==> src/rtl/mulalu.sv <==
// mulalu: multi-cycle multiply / restoring-divide unit returning HI/LO write pulses
`ifndef FUNC_MUL
`define FUNC_MUL 5'b00001
`endif
`ifndef FUNC_DIV
`define FUNC_DIV 5'b00010
`endif

module mulalu #(
  parameter int MUL_LAT = 2
) (
  input  logic        clk,
  input  logic        rst_n,
  input  logic        flush,
  input  logic        mulalu_sign,
  input  logic [4:0]  mulalu_func,
  input  logic [31:0] source_a,
  input  logic [31:0] source_b,
  output logic        stall,
  output logic        hi_write,
  output logic [31:0] hi_write_data,
  output logic        lo_write,
  output logic [31:0] lo_write_data
);
  localparam int CW = ($clog2(MUL_LAT) > 5) ? $clog2(MUL_LAT) : 5;
  typedef enum logic [1:0] {S_IDLE, S_MUL, S_DIV, S_DONE} state_t;
  state_t state;
  logic [CW-1:0] cnt;
  logic neg_q, neg_r, start;
  logic [31:0] ma, mb, rem, quo, abs_a, abs_b, nrem, nquo;
  logic [32:0] sh;
  logic [33:0] diff;
  logic [63:0] prod;
  // Start detect, pipeline hold, strobes and one restoring divide step
  always_comb begin
    start = rst_n && state == S_IDLE && !flush &&
            (mulalu_func == `FUNC_MUL || mulalu_func == `FUNC_DIV);
    stall = start || (!flush && (state == S_MUL || state == S_DIV));
    hi_write = state == S_DONE && !flush;
    lo_write = state == S_DONE && !flush;
    abs_a = (mulalu_sign && source_a[31]) ? -source_a : source_a;
    abs_b = (mulalu_sign && source_b[31]) ? -source_b : source_b;
    sh = {rem, quo[31]};
    diff = {1'b0, sh} - {2'b0, mb};
    nrem = diff[33] ? sh[31:0] : diff[31:0];
    nquo = {quo[30:0], !diff[33]};
    prod = 64'(ma) * 64'(mb);
  end
  // Operation sequencer: latch operands, iterate, then apply result signs
  always_ff @(posedge clk or negedge rst_n) begin
    if (!rst_n) begin
      state <= S_IDLE;
      cnt <= '0;
      neg_q <= 1'b0;
      neg_r <= 1'b0;
      ma <= '0;
      mb <= '0;
      rem <= '0;
      quo <= '0;
      hi_write_data <= '0;
      lo_write_data <= '0;
    end else if (flush) begin
      state <= S_IDLE;
      cnt <= '0;
    end else begin
      case (state)
        S_IDLE: if (start) begin
          ma <= abs_a;
          mb <= abs_b;
          rem <= '0;
          quo <= abs_a;
          neg_q <= mulalu_sign && (source_a[31] ^ source_b[31]);
          neg_r <= mulalu_sign && source_a[31];
          cnt <= '0;
          state <= mulalu_func == `FUNC_MUL ? S_MUL : S_DIV;
        end
        S_MUL: if (cnt == CW'(MUL_LAT - 1)) begin
          {hi_write_data, lo_write_data} <= neg_q ? -prod : prod;
          state <= S_DONE;
        end else cnt <= cnt + 1'b1;
        S_DIV: if (cnt == CW'(31)) begin
          lo_write_data <= neg_q ? -nquo : nquo;
          hi_write_data <= neg_r ? -nrem : nrem;
          state <= S_DONE;
        end else begin
          cnt <= cnt + 1'b1;
          rem <= nrem;
          quo <= nquo;
        end
        default: state <= S_IDLE;
      endcase
    end
  end
endmodule
==> config.mk <==
export PLATFORM = sky130hd
export DESIGN_NAME = mulalu
export DESIGN_NICKNAME = d
export VERILOG_FILES = /design/src/rtl/mulalu.sv
export SDC_FILE = /design/constraint.sdc
export NUM_CORES = 2
export LEC_CHECK = 0
export BUFFER_PORTS_ARGS = -buffer_cell sky130_fd_sc_hd__buf_2
export CAP_MARGIN = 20
export CORE_MARGIN = 8
export CORE_UTILIZATION = 50
export DETAILED_ROUTE_END_ITERATION = 7
export GPL_TIMING_DRIVEN = 0
export PLACE_DENSITY = 0.66
export SLEW_MARGIN = 20
export SYNTH_ARGS = -nofsm -noshare
export SYNTH_HDL_FRONTEND = slang
export SYNTH_SLANG_ARGS = --single-unit
export TNS_END_PERCENT = 5
==> constraint.sdc <==
create_clock -name clk -period 13.4 [get_ports clk]
set_input_delay 0 -clock clk [delete_from_list [all_inputs] [get_ports clk]]
set_output_delay 0 -clock clk [all_outputs]
set_load 0.02 [all_outputs]
==> metrics.txt <==
maximum clock frequency=0.08584 GHz; number of cells on the worst reg-to-reg path=27; critical path launch point type=flop; portion of the post-synthesis area used by sequential elements=10.11%; number of enable-type register cells in the synthesized netlist=0; Via Count=44.75k; element type at the critical path end=flop; Period Utilization, post-route=86.94%; GR Overflow Total=0; number of nets in the finished design=7,390; required time at the worst-slack endpoint=13.83 ns; maximum level of the CTS H-tree=1; commonest non-fill, non-tap cell in the layout=inv_1; CTS tree=built; pins over their slew limit=0; timing startpoint of the critical path=mb[10]; standard cell core area=98,560 um2; type of the most critical hold path=primary input to flop; Post-Synthesis Cell Area=49,750 um2; DP Wirelength=178.6 mm; area of combinational cells with multiple inputs=39,930 um2; reported max-cap violation count=0; critical path fanouts, max=10; TritonCTS Buffers=27; GRT Overall Usage=37.63%; layout overhead on the synthesized area=8.228%; number of search-and-repair iterations in the first detailed-routing pass=7; slew at the pin closest to its max-slew limit=1.284 ns; antenna violations before repair=12; unrepaired setup endpoints after global routing=false; most frequent cells in the layout=inv_1 (912), fa_1 (897), nand2_1 (855); drt drc=0; buffers inserted during post-CTS setup optimization=0; via count of the first global-routing pass=45.58k; worst hold margin=0.04324 ns; largest net degree at the start of global routing=92; worst-case register-to-register setup slack=1.75 ns; count of endpoints failing hold in the final timing report=0; Sinks on Clock Net=201; vias per std cell=6.026; effective utilization at floorplan=50.48%; die area=109,900 um2; flip-flop cell with the highest count after synthesis=dfrtp_1; width of the die=331.4 um; Worst R2R End=hi_write_data[27]; final-layout fill cell count=9,360; synthesized netlist cell count=5,867; CP Class=flop to flop; yosys synthesis warning count=0; later-pin clock latency in the skew report=0.61 ns; relative slew slack=14.37%; clock root buffer=clkbuf_16; Total Routed Length=210.3 mm; number of cells upsized or downsized after cts=0; wire length of the first global-routing pass=307.8 mm; global placer's final weighted congestion=1.064; net count after synthesis=7,145; I/O pin total=140; sequential cell area=5030 um2; Worst Clk Skew=0.04543 ns; setup_tns=0 ns; launch point of the worst reg-to-reg path=mb[10]; Yosys reg bits=201; fraction of final layout cells with drive strength greater than 1=4.386%; violation count after the first detailed-routing iteration=4,632; Finish-stage setup viols=0; clock-pin slew reported for the worst setup and hold paths after clock tree synthesis=0.06 ns; Final Critical Period=11.65 ns; Yosys cell types=93; Cell Rows=115; arrival time reported for the critical path endpoint=12.08 ns; ANT nets after route=0; average cell area after synthesis=8.480 um2; number of input and output port buffers inserted=138; detailed-route wire length per cell=28.32 um; outcome=finished clean; capturing instance or port of the critical path=hi_write_data[27]; Synth async-reset ratio=100.0%; maximum count of clock buffers along a single path=3; number of cells on the worst hold path=3; die outline height=331.4 um
-- worst min-delay path by stage --
stage / startpoint / to / slack, ns
after floorplan: rst_n / cnt[0] / -0.30
after global placement: source_b[1] / mb[1] / 0.31
after detailed placement: rst_n / rem[30] / -0.09
after CTS: source_a[25] / ma[25] / 0.008
after global routing: source_a[25] / ma[25] / 0.03
final: source_a[25] / ma[25] / 0.04
-- flip-flops by register name (all words and copies together) (netlist names) --
name           cells
rem               32
ma                32
lo_write_data     32
hi_write_data     32
neg_r              1
quo               32
mb                32
state              2
neg_q              1
cnt                5
-- metrics by stage --
step | setup WS [ns] | instance area, um2 | cells | util, %
2_1_floorplan | 4.410 | 49750 | 5867 | -
4_1_cts | 1.845 | 53830 | 7420 | 54.62
3_5_place_dp | 1.885 | 52120 | 7294 | 52.88
5_1_grt | 1.445 | 53830 | 7420 | 54.62
3_3_place_gp | 1.907 | 52050 | 7292 | 52.81
6_report | 1.751 | 53850 | 7426 | 54.63
-- critical path, cell delays in order, from the launching register on --
cell and delay, ns:
dfrtp_1 0.77, clkbuf_1 0.80, and2_1 0.25, fa_1 0.45, fa_1 0.56, inv_1 0.07, fa_1 0.50, fa_1 0.51
inv_1 0.05, fa_1 0.55, fa_1 0.44, fa_1 0.64, fa_1 0.51, ha_1 0.30, clkbuf_1 0.38, a21oi_1 0.17
o21ai_0 0.62, a21oi_1 0.20, o31ai_1 0.57, nor2_1 0.14, xnor2_1 0.23, or4_4 0.57, or4b_1 0.55, buf_6 0.16
nor4_1 0.87, a31oi_1 0.22, xnor2_1 0.25, o21ai_0 0.13
-- repair_timing --
item | in CTS | in global routing
hold endpoints to repair | 278 | 0
endpoints found under the setup margin | 0 | 0
hold buffers | 76 | 0
-- cell usage after synthesis, types with 11 or more instances --
cell,n,area (um2)
inv_1,912,3423
fa_1,897,17960
nand2_1,855,3209
and2_1,616,3854
clkbuf_1,323,1212
ha_1,308,3854
o21ai_0,267,1336
a21oi_1,216,1081
nor2_1,209,784.5
dfrtp_1,201,5030
xnor2_1,106,928.4
xor2_1,86,753.2
nor3_1,75,375.4
nand3_1,60,300.3
a21o_1,42,315.3
o31ai_1,42,315.3
nand4_1,41,256.5
mux2i_1,38,380.4
o21a_1,37,277.8
a211oi_1,35,262.8
or3_1,34,212.7
a31oi_1,30,187.7
nor4_1,29,181.4
and3_1,24,150.1
nand2b_1,24,150.1
o211ai_1,23,172.7
o41ai_1,23,201.4
or4_1,22,165.2
and4_1,17,148.9
or2_2,17,106.4
o21ai_1,15,75.07
nor2b_1,13,81.33
buf_1,12,45.04
a22o_1,11,96.34
nor3b_1,11,82.58
-- layer usage --
layer  vias up  wire (um)  GRT usage (%)
met5         -         91              0
met4        12      14160          19.84
met3       571      20780          7.335
met2      2562      93480          59.27
met1     22510      81790          49.10
li1      19090          -              -
-- logic make-up (layout without fill, tap and decap cells) --
logic type,Yosys count,after routing,synth area share (%)
buffers and inverters,1264,1530,9.629
AND/OR/NAND/NOR,2071,2071,20.65
adder cells (fa/ha/maj),1205,1205,43.84
multiplexers,49,49,1.036
flip-flops,201,201,10.11
XOR/XNOR,192,192,3.380
AO/OA/AOI/OAI,885,885,11.36
other,0,6,0
-- final cells by class --
class,instances,share of cell area [%]
Antenna cell,6,0.02788
Buffer,350,2.528
Clock buffer,33,1.371
Clock inverter,17,0.3741
Inverter,914,6.371
Multi-Input combinational cell,4402,74.16
Sequential cell,201,9.341
Tap cell,1287,2.991
Timing Repair Buffer,216,2.835
Power is left out: the tool's default activity adds up to more than one toggle a clock period on the data nets, which glitch-free logic cannot reach.
